[src/rtl/johnson_sequence_monitor.sv]
// rtl/johnson_sequence_monitor.sv - Johnson counter sequence monitor (optional JSM_STICKY_ERR_EN sticky error flag)
// Checks the upstream Johnson pattern/state stream and tracks lock, errors, polarity and wraps.

module johnson_sequence_monitor (
   input  logic       CLK,
   input  logic       Reset,
   input  logic       Sample,
   input  logic [3:0] Q_in,
   input  logic [2:0] State_in,
   input  logic       ClearErr,
   output logic       Locked,
   output logic       ErrorFlag,
   output logic [7:0] ErrorCount,
   output logic       Inverted,
   output logic       PolarityToggle,
   output logic [7:0] WrapCount
);

   typedef enum logic [1:0] {
      IDLE    = 2'd0,
      ACQUIRE = 2'd1,
      LOCKED  = 2'd2,
      FAULT   = 2'd3
   } state_t;

   state_t     state_q, state_d;
   logic [2:0] prev_q, prev_d;
   logic       locked_q;
   logic       err_flag_q, err_flag_d;
   logic [7:0] err_cnt_q, err_cnt_d;
   logic       inverted_q, inverted_d;
   logic       toggle_q, toggle_d;
   logic [7:0] wrap_q, wrap_d;

   logic [3:0] expected;
   logic       valid_true;
   logic       valid_inv;
   logic       valid;
   logic       in_seq;
   logic       reject;
   logic       wrap_hit;

   function automatic logic [3:0] johnson_pattern(input logic [2:0] s);
      logic [3:0] p;
      case (s)
         3'd0:    p = 4'b0000;
         3'd1:    p = 4'b1000;
         3'd2:    p = 4'b1100;
         3'd3:    p = 4'b1110;
         3'd4:    p = 4'b1111;
         3'd5:    p = 4'b0111;
         3'd6:    p = 4'b0011;
         default: p = 4'b0001;
      endcase
      return p;
   endfunction

   assign expected   = johnson_pattern(State_in);
   assign valid_true = (Q_in == expected);
   assign valid_inv  = (Q_in == ~expected);
   assign valid      = valid_true | valid_inv;
   assign in_seq     = (State_in == prev_q + 3'd1);

   always_comb begin
      state_d  = state_q;
      prev_d   = prev_q;
      reject   = 1'b0;
      wrap_hit = 1'b0;
      if (Sample) begin
         unique case (state_q)
            IDLE: begin
               // Invalid samples before the first valid one are ignored, not counted.
               if (valid) begin
                  state_d = ACQUIRE;
                  prev_d  = State_in;
               end
            end
            ACQUIRE: begin
               if (valid && in_seq) begin
                  state_d = LOCKED;
                  prev_d  = State_in;
               end else begin
                  state_d = FAULT;
                  reject  = 1'b1;
               end
            end
            LOCKED: begin
               if (valid && in_seq) begin
                  prev_d   = State_in;
                  wrap_hit = (prev_q == 3'd7);
               end else begin
                  state_d = FAULT;
                  reject  = 1'b1;
               end
            end
            FAULT: begin
               if (valid) begin
                  state_d = ACQUIRE;
                  prev_d  = State_in;
               end else begin
                  reject = 1'b1;
               end
            end
            default: state_d = IDLE;
         endcase
      end
   end

   always_comb begin
      inverted_d = inverted_q;
      toggle_d   = 1'b0;
      if (Sample && valid) begin
         inverted_d = valid_inv;
         toggle_d   = (valid_inv != inverted_q);
      end
   end

   assign err_cnt_d = (reject && (err_cnt_q != 8'hFF)) ? err_cnt_q + 8'd1 : err_cnt_q;
   assign wrap_d    = wrap_hit ? wrap_q + 8'd1 : wrap_q;

`ifdef JSM_STICKY_ERR_EN
   // A reject in the same cycle as ClearErr wins so no error is lost.
   assign err_flag_d = reject | (err_flag_q & ~ClearErr);
`else
   logic unused_clear_err;
   assign unused_clear_err = ClearErr;
   assign err_flag_d       = reject;
`endif

   always_ff @(posedge CLK) begin
      if (!Reset) begin
         state_q    <= IDLE;
         prev_q     <= 3'd0;
         locked_q   <= 1'b0;
         err_flag_q <= 1'b0;
         err_cnt_q  <= 8'd0;
         inverted_q <= 1'b0;
         toggle_q   <= 1'b0;
         wrap_q     <= 8'd0;
      end else begin
         state_q    <= state_d;
         prev_q     <= prev_d;
         locked_q   <= (state_d == LOCKED);
         err_flag_q <= err_flag_d;
         err_cnt_q  <= err_cnt_d;
         inverted_q <= inverted_d;
         toggle_q   <= toggle_d;
         wrap_q     <= wrap_d;
      end
   end

   assign Locked         = locked_q;
   assign ErrorFlag      = err_flag_q;
   assign ErrorCount     = err_cnt_q;
   assign Inverted       = inverted_q;
   assign PolarityToggle = toggle_q;
   assign WrapCount      = wrap_q;

endmodule

[config.mk]
export PLATFORM = sky130hd
export DESIGN_NAME = johnson_sequence_monitor
export DESIGN_NICKNAME = d
export VERILOG_FILES = /design/src/rtl/johnson_sequence_monitor.sv
export SDC_FILE = /design/constraint.sdc
export NUM_CORES = 1
export LEC_CHECK = 0
export CAP_MARGIN = 20
export CORE_MARGIN = 1.5
export CORE_UTILIZATION = 45
export CTS_CLUSTER_DIAMETER = 200
export DETAILED_ROUTE_END_ITERATION = 12
export HOLD_SLACK_MARGIN = 0.12
export PLACE_DENSITY = 0.75
export SLEW_MARGIN = 20
export SYNTH_ARGS = -nofsm -noshare
export SYNTH_HDL_FRONTEND = slang
export SYNTH_SLANG_ARGS = --single-unit
[constraint.sdc]
create_clock -name CLK -period 5.29 [get_ports CLK]
set_input_delay 0.529 -clock CLK [delete_from_list [all_inputs] [get_ports CLK]]
set_output_delay 0.529 -clock CLK [all_outputs]
set_load 0.005 [all_outputs]
==> reports/qor.csv, run 1 <==
stage,metric,value,unit
placement,GPL Wtd Cong,0.790,
global_routing,initial antenna violation count,0,
synth,Synth cell types,46,
clock_network,worst skew pair latency,0.32,ns
synth,Area contributors post-synth,"dfxtp_1 (31%), ha_1 (6.2%), mux2i_1 (5.0%), buf_6 (3.5%), nand3_1 (3.4%)",
power,Peak VDD IR,115,uV
synth,Synth Area in Simple Gates,26.6,%
clock_network,clock tree root buffer cell,clkbuf_4,
critical_path,Worst EP required,5.55,ns
sta,period utilization,55.9,%
cells_and_area,Finished Cell Area,1900,um^2
floorplanning,Die Area,3940,um^2
sta,Final setup viols,0,
placement,area post-placement,1870,um^2
clock_network,Max Buffers Root-to-Sink,2,
floorplanning,Ports,31,
drt,Routed Antenna Nets,0,
run_status,status,"finished, final reports clean",
critical_path,Crit Path Class,in -> reg,
synth,compound-gate portion of the synthesized area,17.8,%
cells_and_area,Filler Cell Count,302,
clock_network,htree depth,1,
synth,register area share after synthesis,31.1,%
synth,post-synthesis adder-cell area fraction,6.22,%
synth,"Cell Area, Synth",1610,um^2
critical_path,crit path DAT,3.21,ns
power,leakage,0.669,nW
sta,unrepaired setup endpoints after global routing,false,
global_routing,Total GRT Usage,15.5,%
cells_and_area,fraction of layout cells with a size suffix above 1,5.31,%
synth,post-synthesis mux area share,6.38,%
flow_run,max_cap viols,0,
cells_and_area,Non-Filler Instances,253,
clock_network,"Hold-fix buffers, CTS",0,
global_routing,grt ovf,0,
synth,Post-synth EDFFs,0,
drt,vias per inst,5.55,
sta,Max Freq,338,MHz
sta,fin. max-slew vios,0,
clock_network,CTS tree,done,
synth,synthesized flop and latch total,25,
critical_path,Startpoint Class,input pin,
critical_path,"Max FO, Critical Path",17,
placement,pre-CTS setup slack,2.00,ns
floorplanning,initial core utilization,47.5,%
drt,DRC,0,
global_routing,global-route wire length before repair,5.15,mm
synth,syn avg cell area,8.70,um^2
sta,WHS,0.498,ns
drt,TritonRoute pass-1 iters,4,
sta,Layout Skew,0.00177,ns
power,pwr dens,197,nW/um^2
synth,Mapped Cells,185,
clock_network,clk sinks,25,
floorplanning,CORE AREA,3390,um^2
cells_and_area,final core utilization,56.1,%
placement,dpl hpwl,2.23,mm
cells_and_area,Ant. Diodes,0,
clock_network,post_cts resized,0,
synth,Syn. warnings,0,
synth,syn_nets,204,
synth,Post-Synth XOR/XNOR Area,4.90,%
synth,top-area cell type share of the netlist area,31.1,%
synth,largest family of logic cells by synthesized area,simple AND/OR/NAND/NOR gates,
cells_and_area,"Area growth, synth to finish",18.1,%
clock_network,setup bufs post-CTS,0,
sta,fin crit period,2.96,ns
sta,Slew headroom,59.3,%
clock_network,CTS Buf Count,3,
floorplanning,chip width,62.8,um
worst_hold_path,Worst Hold Class,reg -> reg,
synth,cell accounting for the most synthesized area,dfxtp_1,
drt,DR vias,1404,
power,Power Total,0.374,mW
sta,Fin. Hold Viols,0,
critical_path,Crit. End Element,flop,
synth,Synth async-reset ratio,0,%
global_routing,largest net degree at the start of global routing,21,
placement,placed cells,249,
global_routing,vias in the first global route,1207,
cells_and_area,net count reported at finish,227,
sta,setup TNS,0,ns
synth,Main synth FF type,dfxtp_1,
placement,port bufs,29,
drt,Initial DRC Count,45,
drt,Routed WL per cell,12.0,um
floorplanning,std cell rows,21,
sta,final setup margin,2.33,ns
sta,Worst Max-Slew Pin Slew,0.611,ns
floorplanning,Die Span Y,62.8,um
drt,Routed WL,3.03,mm
clock_network,clock-pin transition on the worst setup and hold timing paths,0.13,ns
registers in the layout, summed over array words and instances (netlist names):
signal and cells:
WrapCount 8, prev_q 3, Locked 1, PolarityToggle 1, Inverted 1, state_q 2
ErrorFlag 1, ErrorCount 8
placed cells by master, fill, tap and decap left out, types with 2 or more instances in the layout:
cell             instances
clkbuf_4                 3
nand4_1                  2
o2111ai_1                2
nand3_1                 11
nor2_1                  11
xor2_1                   5
o22ai_1                  2
mux2i_1                  8
inv_1                    8
or3b_1                   2
and2_1                   2
clkdlybuf4s50_1         29
o31ai_1                  5
dfxtp_1                 25
xnor2_1                  4
o21a_1                   3
and3_1                   7
or3_1                    3
o21ai_0                  8
a21oi_1                 10
nor3_1                   5
or4_1                    5
ha_1                     8
nor2b_1                  2
nand2b_1                 3
nand3b_1                 3
nand2_1                 12
power breakdown:
| part | switching, mW | total, mW | internal, mW | leakage (nW) |
|---|---|---|---|---|
| registers | 0.00430 | 0.197 | 0.193 | 0.202 |
| clock network | 0.0566 | 0.0861 | 0.0295 | 0.0150 |
| logic | 0.0515 | 0.0903 | 0.0388 | 0.452 |
| total | 0.112 | 0.374 | 0.261 | 0.669 |
cells in the mapped netlist (2+ instances only):
master,instances
a21oi_1,10
and2_1,2
and3_1,7
buf_6,5
clkbuf_1,5
dfxtp_1,25
ha_1,8
inv_1,8
mux2i_1,8
nand2_1,12
nand2b_1,3
nand3_1,11
nand3b_1,3
nand4_1,2
nor2_1,11
nor2b_1,2
nor3_1,5
o2111ai_1,2
o21a_1,3
o21ai_0,8
o22ai_1,2
o31ai_1,5
or3_1,3
or3b_1,2
or4_1,5
xnor2_1,4
xor2_1,5
cell families after synthesis:
group           after synthesis
mux                           9
fa+ha+maj                     8
simple gates                 75
flops                        25
compound gates               40
xor+xnor                      9
buf+inv                      19
worst max-delay path, cell delays in order:
cell,delay [ns]
clkdlybuf4s50_1,0.77
nor3_1,0.12
or4_4,0.50
nand3_2,0.11
o32ai_2,0.09
o32a_4,0.43
or4_1,0.53
a21oi_1,0.14
per-layer routing:
metal  GRT usage (%)  wire, um  vias up
li1                -         -      719
met1            19.8      1450      642
met2            26.3      1400       39
met3            4.14       141        4
met4            3.33        33        0
met5               0         0        -
area by class of cell:
type / instances / area [um^2] / area share (%)
Multi-Input combinational cell: 141 / 996 / 52.4
Sequential cell: 25 / 500 / 26.3
Timing Repair Buffer: 29 / 290 / 15.3
Tap cell: 46 / 57.6 / 3.03
Inverter: 8 / 30.0 / 1.58
Clock buffer: 4 / 26.3 / 1.38
final timing paths:
check	from	cells after the start	end	slack, ns
worst max-delay path	State_in[2]	8	ErrorCount[3]	2.33
worst min-delay path	WrapCount[7]	2	WrapCount[7]	0.50
worst max register to register	prev_q[0]	9	ErrorCount[3]	2.76
worst min register to register	WrapCount[7]	2	WrapCount[7]	0.50
(Power assumes the default switching activity.)
==> inputs of run 2 (changes only) <==
clock period = 2.94 ns   (was 5.29 ns; I/O delays follow)
==> run 2 against run 1 <==
Clock power is 73% higher. Via count decreased by 0.57%. First-iteration DRC count up 24%. Clock-buffer cell count stayed put. Die area did not move. Critical path depth unchanged. Combinational power up 94%. Flip-flop and latch count did not move. Setup slack worse by 1.9 ns. Final cell count rose by 3.2%. Routed wire length shrank 0.16%. Critical path type unchanged.
==> reports/qor.csv, run 2 (synthesized netlist as in run 1, its figures left out) <==
stage,metric,value,unit,change
cells_and_area,most frequent cells in the layout,"clkdlybuf4s50_1 (29), dfxtp_1 (25), nand2_1 (12)",,
global_routing,vias in the first global route,1230,,+1.9%
drt,DRC,0,,unchanged
power,Reg power frac,52.3,%,-0.5 points
cells_and_area,Filler Cell Count,326,,+7.9%
clock_network,Max Buffers Root-to-Sink,2,,unchanged
global_routing,met1 Usage GRT,22.0,%,+2.2 points
global_routing,"Most Used Layer, Global Route",met2,,
sta,Final setup viols,0,,unchanged
floorplanning,std cell rows,21,,unchanged
power,Peak VDD IR,262,uV,+130%
placement,pre-CTS setup slack,0.0850,ns,-1.91 ns
power,clock power share,21.9,%,-1.1 points
sta,fin crit period,2.52,ns,
sta,final setup margin,0.415,ns,-1.92 ns
power,leakage,0.706,nW,+5.6%
power,pwr dens,346,nW/um^2,+76%
global_routing,met2 Resource Use GR,26.7,%,+0.40 points
sta,unrepaired setup endpoints after global routing,false,,
cells_and_area,Finished Cell Area,1960,um^2,+3.2%
cells_and_area,final core utilization,57.8,%,+1.8 points
cells_and_area,"Area growth, synth to finish",21.9,%,
critical_path,"Max FO, Critical Path",12,,-5
floorplanning,CORE AREA,3390,um^2,unchanged
clock_network,CTS tree,done,,
sta,period utilization,85.9,%,
sta,Worst Max-Slew Pin Slew,0.625,ns,+0.0149 ns
cells_and_area,FF/Latch Area,500,um^2,unchanged
drt,Routed Antenna Nets,0,,unchanged
drt,vias per inst,5.35,,-3.6%
cells_and_area,area of the multi-input gates,996,um^2,unchanged
clock_network,setup bufs post-CTS,0,,unchanged
clock_network,post_cts resized,0,,unchanged
cells_and_area,Non-Filler Instances,261,,+3.2%
global_routing,largest net degree at the start of global routing,21,,unchanged
placement,GPL Wtd Cong,0.765,,-3.1%
sta,setup TNS,0,ns,unchanged
drt,TritonRoute pass-1 iters,4,,unchanged
clock_network,clk sinks,25,,unchanged
power,Comb power frac,25.8,%,+1.6 points
sta,fin. max-slew vios,0,,unchanged
clock_network,CTS Buf Count,3,,unchanged
power,Internal,0.480,mW,+84%
global_routing,met3 usage,3.96,%,-0.18 points
cells_and_area,net count reported at finish,235,,+3.5%
critical_path,r2r setup slk,0.42,ns,-2.34 ns
drt,DR vias,1396,,-0.57%
global_routing,Total GRT Usage,16.4,%,+0.82 points
cells_and_area,fraction of layout cells with a size suffix above 1,8.84,%,+3.5 points
worst_hold_path,Hold EP,WrapCount[7],,
sta,Layout Skew,0.00287,ns,+0.00111 ns
critical_path,crit path DAT,2.77,ns,-0.44 ns
floorplanning,Die Span Y,62.8,um,unchanged
global_routing,grt ovf,0,,unchanged
critical_path,Crit. End Element,flop,,
sta,Max Freq,396,MHz,
power,Net Sw Power,0.199,mW,+77%
placement,area post-placement,1930,um^2,+3.2%
floorplanning,Ports,31,,unchanged
sta,Slew headroom,58.3,%,-0.99 points
global_routing,initial antenna violation count,0,,unchanged
drt,Routed WL,3.03,mm,-0.16%
critical_path,Critical R2R Capture,ErrorCount[3],,
sta,Fin. Hold Viols,0,,unchanged
global_routing,global-route wire length before repair,5.31,mm,+3.2%
run_status,status,"finished, final reports clean",,
worst_hold_path,Hold Path Stages,2,,unchanged
placement,placed cells,257,,+3.2%
critical_path,reg2reg start,prev_q[0],,
clock_network,clock-pin transition on the worst setup and hold timing paths,0.12,ns,about the same
cells_and_area,"commonest non-fill, non-tap cell in the layout",clkdlybuf4s50_1,,
worst_hold_path,Hold Path Origin,WrapCount[7],,
flow_run,max_cap viols,0,,unchanged
drt,Routed WL per cell,11.6,um,-3.2%
clock_network,htree depth,1,,unchanged
power,Sw Share,29.3,%,-0.82 points
cells_and_area,Ant. Diodes,0,,unchanged
critical_path,FF-to-FF path depth,9,,unchanged
drt,Initial DRC Count,56,,+24%
floorplanning,chip width,62.8,um,unchanged
clock_network,clock tree root buffer cell,clkbuf_4,,
critical_path,Crit Path Class,in -> reg,,
placement,dpl hpwl,2.26,mm,+1.4%
clock_network,worst skew pair latency,0.31,ns,about the same
worst_hold_path,Worst Hold Class,reg -> reg,,
placement,port bufs,29,,unchanged
clock_network,"Hold-fix buffers, CTS",0,,unchanged
floorplanning,initial core utilization,47.5,%,unchanged
critical_path,Startpoint Class,input pin,,
critical_path,Worst EP required,3.19,ns,-2.36 ns
floorplanning,Die Area,3940,um^2,unchanged
-- run 2: cell count changes in the layout (fill, tap and decap cells not counted) --
cell and delta:
buf_4 +8
-- run 2: per-stage QoR --
step,power [mW],hold slack (ns)
floorplan,0.496,0.468
global placement,0.533,0.472
detailed placement,0.536,0.480
CTS,0.687,0.497
global route,0.719,0.523
finish,0.679,0.497
-- run 2: power groups by stage --
stage	sequential, mW	clock (mW)	combinational (mW)
6_report	0.355	0.149	0.175
5_1_grt	0.357	0.169	0.193
2_1_floorplan	0.361	0	0.135
3_5_place_dp	0.363	0	0.174
4_1_cts	0.355	0.158	0.174
3_3_place_gp	0.362	0	0.171
-- run 2: how the worst max path moves through the flow --
stage	startpoint	to	slack, ns
finish	Q_in[3]	ErrorCount[3]	0.42
global route	prev_q[0]	ErrorCount[3]	0.28
CTS	prev_q[0]	ErrorCount[3]	0.40
detailed placement	State_in[0]	WrapCount[7]	0.08
global placement	State_in[0]	WrapCount[7]	0.12
floorplan	prev_q[0]	ErrorCount[3]	0.64
-- run 2: critical path, stage by stage --
cell             delay, ns
clkdlybuf4s50_1       0.53
and3_1                0.24
or4_4                 0.42
nand3_2               0.11
o32ai_2               0.09
o32a_4                0.42
or4_1                 0.52
a21oi_1               0.15
-- run 2: layer usage --
layer	wire, um	share of wire (%)
met1	1550	51
met2	1350	45
met3	100	3.3
met4	20	0.66
met5	0	0
-- run 2: cell type report --
type,count,area share [%]
multi-input combinational,141,50.8
sequential,25,25.5
timing repair buffer,37,17.9
tap,46,2.94
inverter,8,1.53
clock buffer,4,1.34
